File: config.mk
export PLATFORM = sky130hd
export DESIGN_NAME = neo_port_master_flat
export DESIGN_NICKNAME = d
export VERILOG_FILES = /design/src/rtl/neo_port_if.sv /design/src/rtl/neo_port_master.sv /design/src/flat_wrapper.sv
export SDC_FILE = /design/constraint.sdc
export NUM_CORES = 1
export LEC_CHECK = 0
export ABC_AREA = 1
export CAP_MARGIN = 20
export CORE_MARGIN = 4
export CORE_UTILIZATION = 54
export DETAILED_ROUTE_END_ITERATION = 8
export PLACE_DENSITY = 0.85
export SETUP_SLACK_MARGIN = 0.15
export SYNTH_ARGS = -nofsm -noshare
export SYNTH_HDL_FRONTEND = slang
export SYNTH_SLANG_ARGS = --single-unit
File: constraint.sdc
create_clock -name CLK_48M -period 3.85 [get_ports CLK_48M]
set_clock_uncertainty 0.2 [all_clocks]
set_input_delay 1.155 -clock CLK_48M [delete_from_list [all_inputs] [get_ports CLK_48M]]
set_output_delay 1.155 -clock CLK_48M [all_outputs]
set_load 0.05 [all_outputs]
File: src/rtl/neo_port_if.sv
// Host request port and cartridge port bus seen by the port-access sequencer.
// master is the sequencer's view; slave is the host/cartridge-mux side.
interface neo_port_if;
    logic        REQ;
    logic        WR;
    logic [18:0] ADDR;
    logic [15:0] WDATA;
    logic [1:0]  BE;
    logic        BUSY;
    logic        ACK;
    logic        ERR;
    logic [15:0] RDATA;
    logic        BUS_REQ;
    logic        BUS_GNT;
    logic [18:0] P_ADDR;
    logic [15:0] P_DOUT;
    logic        P_DOE;
    logic [15:0] P_DIN;
    logic        nPORTOEL;
    logic        nPORTOEU;
    logic        nPORTWEL;
    logic        nPORTWEU;

    modport master (
        input  REQ, WR, ADDR, WDATA, BE, BUS_GNT, P_DIN,
        output BUSY, ACK, ERR, RDATA, BUS_REQ, P_ADDR, P_DOUT, P_DOE,
               nPORTOEL, nPORTOEU, nPORTWEL, nPORTWEU
    );

    modport slave (
        output REQ, WR, ADDR, WDATA, BE, BUS_GNT, P_DIN,
        input  BUSY, ACK, ERR, RDATA, BUS_REQ, P_ADDR, P_DOUT, P_DOE,
               nPORTOEL, nPORTOEU, nPORTWEL, nPORTWEU
    );
endinterface

File: src/rtl/neo_port_master.sv
// Issues single 16-bit P-ROM port accesses for a non-68K host, with
// programmable setup/strobe/hold timing and bus request/grant arbitration.
//
// state  | meaning
// IDLE   | waiting for a host REQ
// ARB    | BUS_REQ high, waiting for BUS_GNT or timeout
// SETUP  | address/data driven, strobes high
// STROBE | lane strobes low
// HOLD   | strobes high, address/data held
// DONE   | ACK pulse (delayed one cycle for BE=00 and grant loss)
module neo_port_master #(
    parameter int SETUP_CYC  = 2,
    parameter int STROBE_CYC = 6,
    parameter int HOLD_CYC   = 2,
    parameter int TIMEOUT    = 4096
) (
    input  logic       CLK_48M,
    input  logic       nRESET,
    neo_port_if.master bus_io
);
    localparam int S_EFF = (SETUP_CYC < 1) ? 1 : SETUP_CYC;
    localparam int W_EFF = (STROBE_CYC < 2) ? 2 : STROBE_CYC;
    localparam int H_EFF = (HOLD_CYC < 1) ? 1 : HOLD_CYC;
    localparam int T_EFF = (TIMEOUT < 1) ? 1 : TIMEOUT;
    localparam int M1    = (S_EFF > W_EFF) ? S_EFF : W_EFF;
    localparam int M2    = (M1 > H_EFF) ? M1 : H_EFF;
    localparam int CMAX  = (M2 > T_EFF) ? M2 : T_EFF;
    localparam int CW    = $clog2(CMAX + 1);

    localparam logic [CW-1:0] S_LOAD = CW'(S_EFF - 1);
    localparam logic [CW-1:0] W_LOAD = CW'(W_EFF - 1);
    localparam logic [CW-1:0] H_LOAD = CW'(H_EFF - 1);
    localparam logic [CW-1:0] T_LOAD = CW'(T_EFF);

    localparam logic [2:0] ST_IDLE   = 3'd0;
    localparam logic [2:0] ST_ARB    = 3'd1;
    localparam logic [2:0] ST_SETUP  = 3'd2;
    localparam logic [2:0] ST_STROBE = 3'd3;
    localparam logic [2:0] ST_HOLD   = 3'd4;
    localparam logic [2:0] ST_DONE   = 3'd5;

    logic [2:0]    state_q, state_d;
    logic [CW-1:0] cnt_q, cnt_d;
    logic          wr_q, wr_d;
    logic [18:0]   addr_q, addr_d;
    logic [15:0]   wdata_q, wdata_d;
    logic [1:0]    be_q, be_d;
    logic          fail_q, fail_d;
    logic          busy_q, busy_d;
    logic          ack_q, ack_d;
    logic          err_q, err_d;
    logic [15:0]   rdata_q, rdata_d;
    logic          bus_req_q, bus_req_d;
    logic [18:0]   p_addr_q, p_addr_d;
    logic [15:0]   p_dout_q, p_dout_d;
    logic          p_doe_q, p_doe_d;
    logic          oel_n_q, oel_n_d;
    logic          oeu_n_q, oeu_n_d;
    logic          wel_n_q, wel_n_d;
    logic          weu_n_q, weu_n_d;

    always_comb begin
        state_d   = state_q;
        cnt_d     = cnt_q;
        wr_d      = wr_q;
        addr_d    = addr_q;
        wdata_d   = wdata_q;
        be_d      = be_q;
        fail_d    = fail_q;
        busy_d    = busy_q;
        ack_d     = 1'b0;
        err_d     = 1'b0;
        rdata_d   = rdata_q;
        bus_req_d = bus_req_q;
        p_addr_d  = p_addr_q;
        p_dout_d  = p_dout_q;
        p_doe_d   = p_doe_q;
        oel_n_d   = oel_n_q;
        oeu_n_d   = oeu_n_q;
        wel_n_d   = wel_n_q;
        weu_n_d   = weu_n_q;

        case (state_q)
            ST_IDLE: begin
                if (bus_io.REQ) begin
                    wr_d    = bus_io.WR;
                    addr_d  = bus_io.ADDR;
                    wdata_d = bus_io.WDATA;
                    be_d    = bus_io.BE;
                    fail_d  = 1'b0;
                    busy_d  = 1'b1;
                    if (bus_io.BE == 2'b00) begin
                        state_d = ST_DONE;
                    end else begin
                        state_d   = ST_ARB;
                        bus_req_d = 1'b1;
                        cnt_d     = T_LOAD;
                    end
                end
            end
            ST_ARB: begin
                if (bus_io.BUS_GNT) begin
                    state_d  = ST_SETUP;
                    cnt_d    = S_LOAD;
                    p_addr_d = addr_q;
                    if (wr_q) begin
                        p_dout_d = wdata_q;
                        p_doe_d  = 1'b1;
                    end
                end else if (cnt_q == '0) begin
                    state_d   = ST_DONE;
                    bus_req_d = 1'b0;
                    ack_d     = 1'b1;
                    err_d     = 1'b1;
                end else begin
                    cnt_d = cnt_q - CW'(1);
                end
            end
            ST_SETUP, ST_STROBE, ST_HOLD: begin
                if (!bus_io.BUS_GNT) begin
                    // Grant lost: release the bus now, report the error next cycle.
                    state_d   = ST_DONE;
                    fail_d    = 1'b1;
                    bus_req_d = 1'b0;
                    p_doe_d   = 1'b0;
                    oel_n_d   = 1'b1;
                    oeu_n_d   = 1'b1;
                    wel_n_d   = 1'b1;
                    weu_n_d   = 1'b1;
                end else if (cnt_q != '0) begin
                    cnt_d = cnt_q - CW'(1);
                end else begin
                    case (state_q)
                        ST_SETUP: begin
                            state_d = ST_STROBE;
                            cnt_d   = W_LOAD;
                            oel_n_d = ~(~wr_q & be_q[0]);
                            oeu_n_d = ~(~wr_q & be_q[1]);
                            wel_n_d = ~(wr_q & be_q[0]);
                            weu_n_d = ~(wr_q & be_q[1]);
                        end
                        ST_STROBE: begin
                            state_d = ST_HOLD;
                            cnt_d   = H_LOAD;
                            oel_n_d = 1'b1;
                            oeu_n_d = 1'b1;
                            wel_n_d = 1'b1;
                            weu_n_d = 1'b1;
                            if (!wr_q) begin
                                rdata_d = {be_q[1] ? bus_io.P_DIN[15:8] : 8'h00,
                                           be_q[0] ? bus_io.P_DIN[7:0]  : 8'h00};
                            end
                        end
                        default: begin
                            state_d   = ST_DONE;
                            bus_req_d = 1'b0;
                            p_doe_d   = 1'b0;
                            ack_d     = 1'b1;
                        end
                    endcase
                end
            end
            ST_DONE: begin
                if (ack_q) begin
                    state_d = ST_IDLE;
                    busy_d  = 1'b0;
                end else begin
                    ack_d = 1'b1;
                    err_d = fail_q;
                end
            end
            default: state_d = ST_IDLE;
        endcase
    end

    always_ff @(posedge CLK_48M or negedge nRESET) begin
        if (!nRESET) begin
            state_q   <= ST_IDLE;
            cnt_q     <= '0;
            wr_q      <= 1'b0;
            addr_q    <= '0;
            wdata_q   <= '0;
            be_q      <= '0;
            fail_q    <= 1'b0;
            busy_q    <= 1'b0;
            ack_q     <= 1'b0;
            err_q     <= 1'b0;
            rdata_q   <= '0;
            bus_req_q <= 1'b0;
            p_addr_q  <= '0;
            p_dout_q  <= '0;
            p_doe_q   <= 1'b0;
            oel_n_q   <= 1'b1;
            oeu_n_q   <= 1'b1;
            wel_n_q   <= 1'b1;
            weu_n_q   <= 1'b1;
        end else begin
            state_q   <= state_d;
            cnt_q     <= cnt_d;
            wr_q      <= wr_d;
            addr_q    <= addr_d;
            wdata_q   <= wdata_d;
            be_q      <= be_d;
            fail_q    <= fail_d;
            busy_q    <= busy_d;
            ack_q     <= ack_d;
            err_q     <= err_d;
            rdata_q   <= rdata_d;
            bus_req_q <= bus_req_d;
            p_addr_q  <= p_addr_d;
            p_dout_q  <= p_dout_d;
            p_doe_q   <= p_doe_d;
            oel_n_q   <= oel_n_d;
            oeu_n_q   <= oeu_n_d;
            wel_n_q   <= wel_n_d;
            weu_n_q   <= weu_n_d;
        end
    end

    assign bus_io.BUSY     = busy_q;
    assign bus_io.ACK      = ack_q;
    assign bus_io.ERR      = err_q;
    assign bus_io.RDATA    = rdata_q;
    assign bus_io.BUS_REQ  = bus_req_q;
    assign bus_io.P_ADDR   = p_addr_q;
    assign bus_io.P_DOUT   = p_dout_q;
    assign bus_io.P_DOE    = p_doe_q;
    assign bus_io.nPORTOEL = oel_n_q;
    assign bus_io.nPORTOEU = oeu_n_q;
    assign bus_io.nPORTWEL = wel_n_q;
    assign bus_io.nPORTWEU = weu_n_q;
endmodule

File: src/flat_wrapper.sv
// flat-port wrapper written by rule: the top's interface ports become plain ports
module neo_port_master_flat 
#(
    parameter int SETUP_CYC  = 2,
    parameter int STROBE_CYC = 6,
    parameter int HOLD_CYC   = 2,
    parameter int TIMEOUT    = 4096
)
  (CLK_48M, nRESET, bus_io_REQ, bus_io_WR, bus_io_ADDR, bus_io_WDATA, bus_io_BE, bus_io_BUS_GNT, bus_io_P_DIN, bus_io_BUSY, bus_io_ACK, bus_io_ERR, bus_io_RDATA, bus_io_BUS_REQ, bus_io_P_ADDR, bus_io_P_DOUT, bus_io_P_DOE, bus_io_nPORTOEL, bus_io_nPORTOEU, bus_io_nPORTWEL, bus_io_nPORTWEU);
  neo_port_if bus_io_i ();
  input  logic CLK_48M;
  input  logic nRESET;
  input wire logic [$bits(bus_io_i.REQ)-1:0] bus_io_REQ;
  input wire logic [$bits(bus_io_i.WR)-1:0] bus_io_WR;
  input wire logic [$bits(bus_io_i.ADDR)-1:0] bus_io_ADDR;
  input wire logic [$bits(bus_io_i.WDATA)-1:0] bus_io_WDATA;
  input wire logic [$bits(bus_io_i.BE)-1:0] bus_io_BE;
  input wire logic [$bits(bus_io_i.BUS_GNT)-1:0] bus_io_BUS_GNT;
  input wire logic [$bits(bus_io_i.P_DIN)-1:0] bus_io_P_DIN;
  output wire logic [$bits(bus_io_i.BUSY)-1:0] bus_io_BUSY;
  output wire logic [$bits(bus_io_i.ACK)-1:0] bus_io_ACK;
  output wire logic [$bits(bus_io_i.ERR)-1:0] bus_io_ERR;
  output wire logic [$bits(bus_io_i.RDATA)-1:0] bus_io_RDATA;
  output wire logic [$bits(bus_io_i.BUS_REQ)-1:0] bus_io_BUS_REQ;
  output wire logic [$bits(bus_io_i.P_ADDR)-1:0] bus_io_P_ADDR;
  output wire logic [$bits(bus_io_i.P_DOUT)-1:0] bus_io_P_DOUT;
  output wire logic [$bits(bus_io_i.P_DOE)-1:0] bus_io_P_DOE;
  output wire logic [$bits(bus_io_i.nPORTOEL)-1:0] bus_io_nPORTOEL;
  output wire logic [$bits(bus_io_i.nPORTOEU)-1:0] bus_io_nPORTOEU;
  output wire logic [$bits(bus_io_i.nPORTWEL)-1:0] bus_io_nPORTWEL;
  output wire logic [$bits(bus_io_i.nPORTWEU)-1:0] bus_io_nPORTWEU;
  assign bus_io_i.REQ = bus_io_REQ;
  assign bus_io_i.WR = bus_io_WR;
  assign bus_io_i.ADDR = bus_io_ADDR;
  assign bus_io_i.WDATA = bus_io_WDATA;
  assign bus_io_i.BE = bus_io_BE;
  assign bus_io_i.BUS_GNT = bus_io_BUS_GNT;
  assign bus_io_i.P_DIN = bus_io_P_DIN;
  assign bus_io_BUSY = bus_io_i.BUSY;
  assign bus_io_ACK = bus_io_i.ACK;
  assign bus_io_ERR = bus_io_i.ERR;
  assign bus_io_RDATA = bus_io_i.RDATA;
  assign bus_io_BUS_REQ = bus_io_i.BUS_REQ;
  assign bus_io_P_ADDR = bus_io_i.P_ADDR;
  assign bus_io_P_DOUT = bus_io_i.P_DOUT;
  assign bus_io_P_DOE = bus_io_i.P_DOE;
  assign bus_io_nPORTOEL = bus_io_i.nPORTOEL;
  assign bus_io_nPORTOEU = bus_io_i.nPORTOEU;
  assign bus_io_nPORTWEL = bus_io_i.nPORTWEL;
  assign bus_io_nPORTWEU = bus_io_i.nPORTWEU;
  neo_port_master #(.SETUP_CYC(SETUP_CYC), .STROBE_CYC(STROBE_CYC), .HOLD_CYC(HOLD_CYC), .TIMEOUT(TIMEOUT)) u_core (.CLK_48M(CLK_48M), .nRESET(nRESET), .bus_io(bus_io_i));
endmodule
==> out/metrics.csv <==
metric,value,unit
drc,0,
relSlewSlack,0.424,
placed_cells,785,
gp_routability_congestion,0.879,
nFillCells,646,
drv_cap,0,
cp_cell_sequence,clkdlybuf4s50_1,
cts-buffers-inserted,17,
dr_wl_met2,6340,um
synthTopCellsByArea,"dfrtp_1 55%, nand2_1 15%, o21ai_0 6.3%",
cts.reportedPaths.clkPinSlew,0.05,ns
hpwlAfterDp,7980,um
nets,753,
synth_seq_cells,115,
worstSetupPathType,reg -> out,
grt_pass1_wl,20500,um
post-place-ws,0.649,ns
instances_no_fill,815,
wirelength,12300,um
finalWorstSetupSlack,0.661,ns
synth_most_common_cell,nand2_1,
final-hold-violation-count,0,
die-area,11000,um^2
p_int,3.66,mW
grt_use_total,0.234,
worst_ep_arrival_time,1.83,ns
core-area,9200,um^2
power_frac_comb,0.443,
max_stage_delay,0.80,ns
vias_per_cell,5.20,
cts.sinks,115,
hp-class,reg -> reg,
p_per_area,938,nW/um^2
leakagePower,3.27,nW
vias,4238,
power_frac_seq,0.313,
startpoint_type,flip-flop,
yosysSeqAreaShare,0.567,
drt-met1-wl,4920,um
syn-cell-area,5090,um^2
vdd_drop_max,0.550,mV
syn-instance-count,575,
wl_met3,762,um
num_rows,35,
p_sw_frac,0.433,
synth_top_area_frac,0.546,
rsz0062_at_grt,no,
clkPwrFrac,0.244,
timing.final.crit_share,0.828,
run_status,"finished, final reports clean",
grt_pass1_vias,4351,
drt-initial-drc-count,189,
die_x,105,um
cts_tree,built,
clk_latency,0.51,ns
critical_path_required,2.49,ns
critPathBufInv,1,
antenna_found_initial,0,
switchingPower,2.80,mW
synth_top_area_cell,dfrtp_1,
n_antenna_cell,0,
drive_gt1_frac,0.118,
power,6.46,mW
cp_max_fo,2,
tightestPinTransition,0.864,ns
synth.distinct_cells,33,
clockBufferDepth,2,
cts_resized,0,
start_util,0.553,
root_buffer,clkbuf_8,
postSynthAreaPerCell,8.85,um^2
async_flop_share,1.00,
grt_max_degree,71,
overflow,0,
area_growth,35.4,%
finalCriticalPeriod,3.19,ns
cts_hold_buffers,0,
highest_layer,met4,
ctsHtreeMaxLevel,4,
die_h,105,um
hold_ws,0.276,ns
critPathTopFamily,buffers and inverters,
finalSetupViolCount,0,
firstDrtPassIters,5,
fin_setup_tns,0,ns
end_kind,primary output,
maxClockFrequency,314,MHz
cpMaxStageDelayCell,clkdlybuf4s50_1,
synth_commonest_cells,"202 x nand2_1, 111 x dfrtp_1, 64 x o21ai_0",
ant_nets,0,
ys.flop_type,dfrtp_1,
port_buffers,117,
syn_nets,635,
ys_warn_count,0,
num_io_pins,118,
postCtsSetupBuffers,0,
wire_per_inst,15.0,um
drv_slew,0,
synth-edff-count,0,
[through the flow]
stage / instance area, um^2 / util
floorplan: 5090 / -
global placement: 6290 / 0.684
detailed placement: 6290 / 0.684
CTS: 6890 / 0.749
global route: 6890 / 0.749
finish: 6890 / 0.749
[cells by family after synthesis]
family | after synthesis | share of synthesized area
buffers and inverters | 78 | 0.0696
XOR/XNOR | 10 | 0.0172
AO/OA/AOI/OAI | 98 | 0.111
adder cells (fa/ha/maj) | 2 | 0.00492
AND/OR/NAND/NOR | 272 | 0.230
flip-flops | 115 | 0.567
[sequential cells by signal, indices dropped and copies added (netlist names), 2 cells and up]
name	cells
u_core.wdata_q	16
u_core.bus_io.RDATA	16
u_core.addr_q	19
u_core.cnt_q	13
u_core.bus_io.P_ADDR	19
u_core.bus_io.P_DOUT	16
u_core.be_q	2
u_core.state_q	3
[worst register-to-register path, cell delays in order, from the launching register on]
cell and delay, ns:
dfrtp_1 0.38, inv_1 0.16, ha_1 0.21, nand2_1 0.08, nor2_2 0.15, nand2_2 0.15, nor2_4 0.13, nand3_4 0.34
nand2_1 0.24, o21ai_2 0.09
[power groups by stage]
stage | clock network (mW) | logic [mW] | registers [mW]
floorplan | 0 | 1.27 | 2.73
global placement | 0 | 2.73 | 2.00
detailed placement | 0 | 2.83 | 2.02
CTS | 1.60 | 2.88 | 2.02
global route | 1.66 | 3.11 | 2.08
finish | 1.58 | 2.87 | 2.02
[final timing paths]
kind | startpoint | to | slack [ns] | depth (start not counted)
max in group asynchronous | nRESET | u_core.wdata_q[13] | 2.08 | 2
setup reg to reg | u_core.cnt_q[0] | u_core.bus_io.RDATA[2] | 1.58 | 9
hold reg to reg | u_core.bus_io.RDATA[13] | u_core.bus_io.RDATA[13] | 0.28 | 2
min in group asynchronous | nRESET | u_core.bus_io.RDATA[3] | 0.55 | 1
hold / removal | u_core.bus_io.RDATA[13] | u_core.bus_io.RDATA[13] | 0.28 | 2
setup / recovery | u_core.bus_io.nPORTOEU | bus_io_nPORTOEU | 0.66 | 1
[layout make-up]
type                       count  area, um^2  area share
clock buffer                  22         473      0.0687
clock inverter                 8         126      0.0183
inverter                      56         210      0.0305
multi-input combinational    382        1860       0.270
sequential                   115        2880       0.419
tap                          111         139      0.0202
timing repair buffer         121        1200       0.174
[cells in the final DEF, fill, tap and decap left out, types with 5 or more instances in the layout]
cell type | synthesis | layout
nand2_1 | 202 | 202
clkdlybuf4s50_1 | 0 | 116
dfrtp_1 | 111 | 111
o21ai_0 | 64 | 64
inv_1 | 52 | 52
nor2_1 | 22 | 21
nand3_1 | 17 | 17
o21ai_2 | 16 | 16
clkbuf_16 | 0 | 16
a21oi_1 | 8 | 8
nand2_2 | 7 | 7
o21ai_1 | 7 | 7
nor2_2 | 6 | 6
xor2_1 | 6 | 6
nor3_1 | 5 | 5
clkbuf_8 | 0 | 5
buf_4 | 5 | 5
[routing by layer]
layer  vias to the layer above  global-route usage
met1                      2016               0.276
met3                        21              0.0704
met5                         -                   0
met2                       159               0.403
li1                       2042                   -
met4                         0              0.0881
No activity file was read; power rests on OpenSTA's default activity.
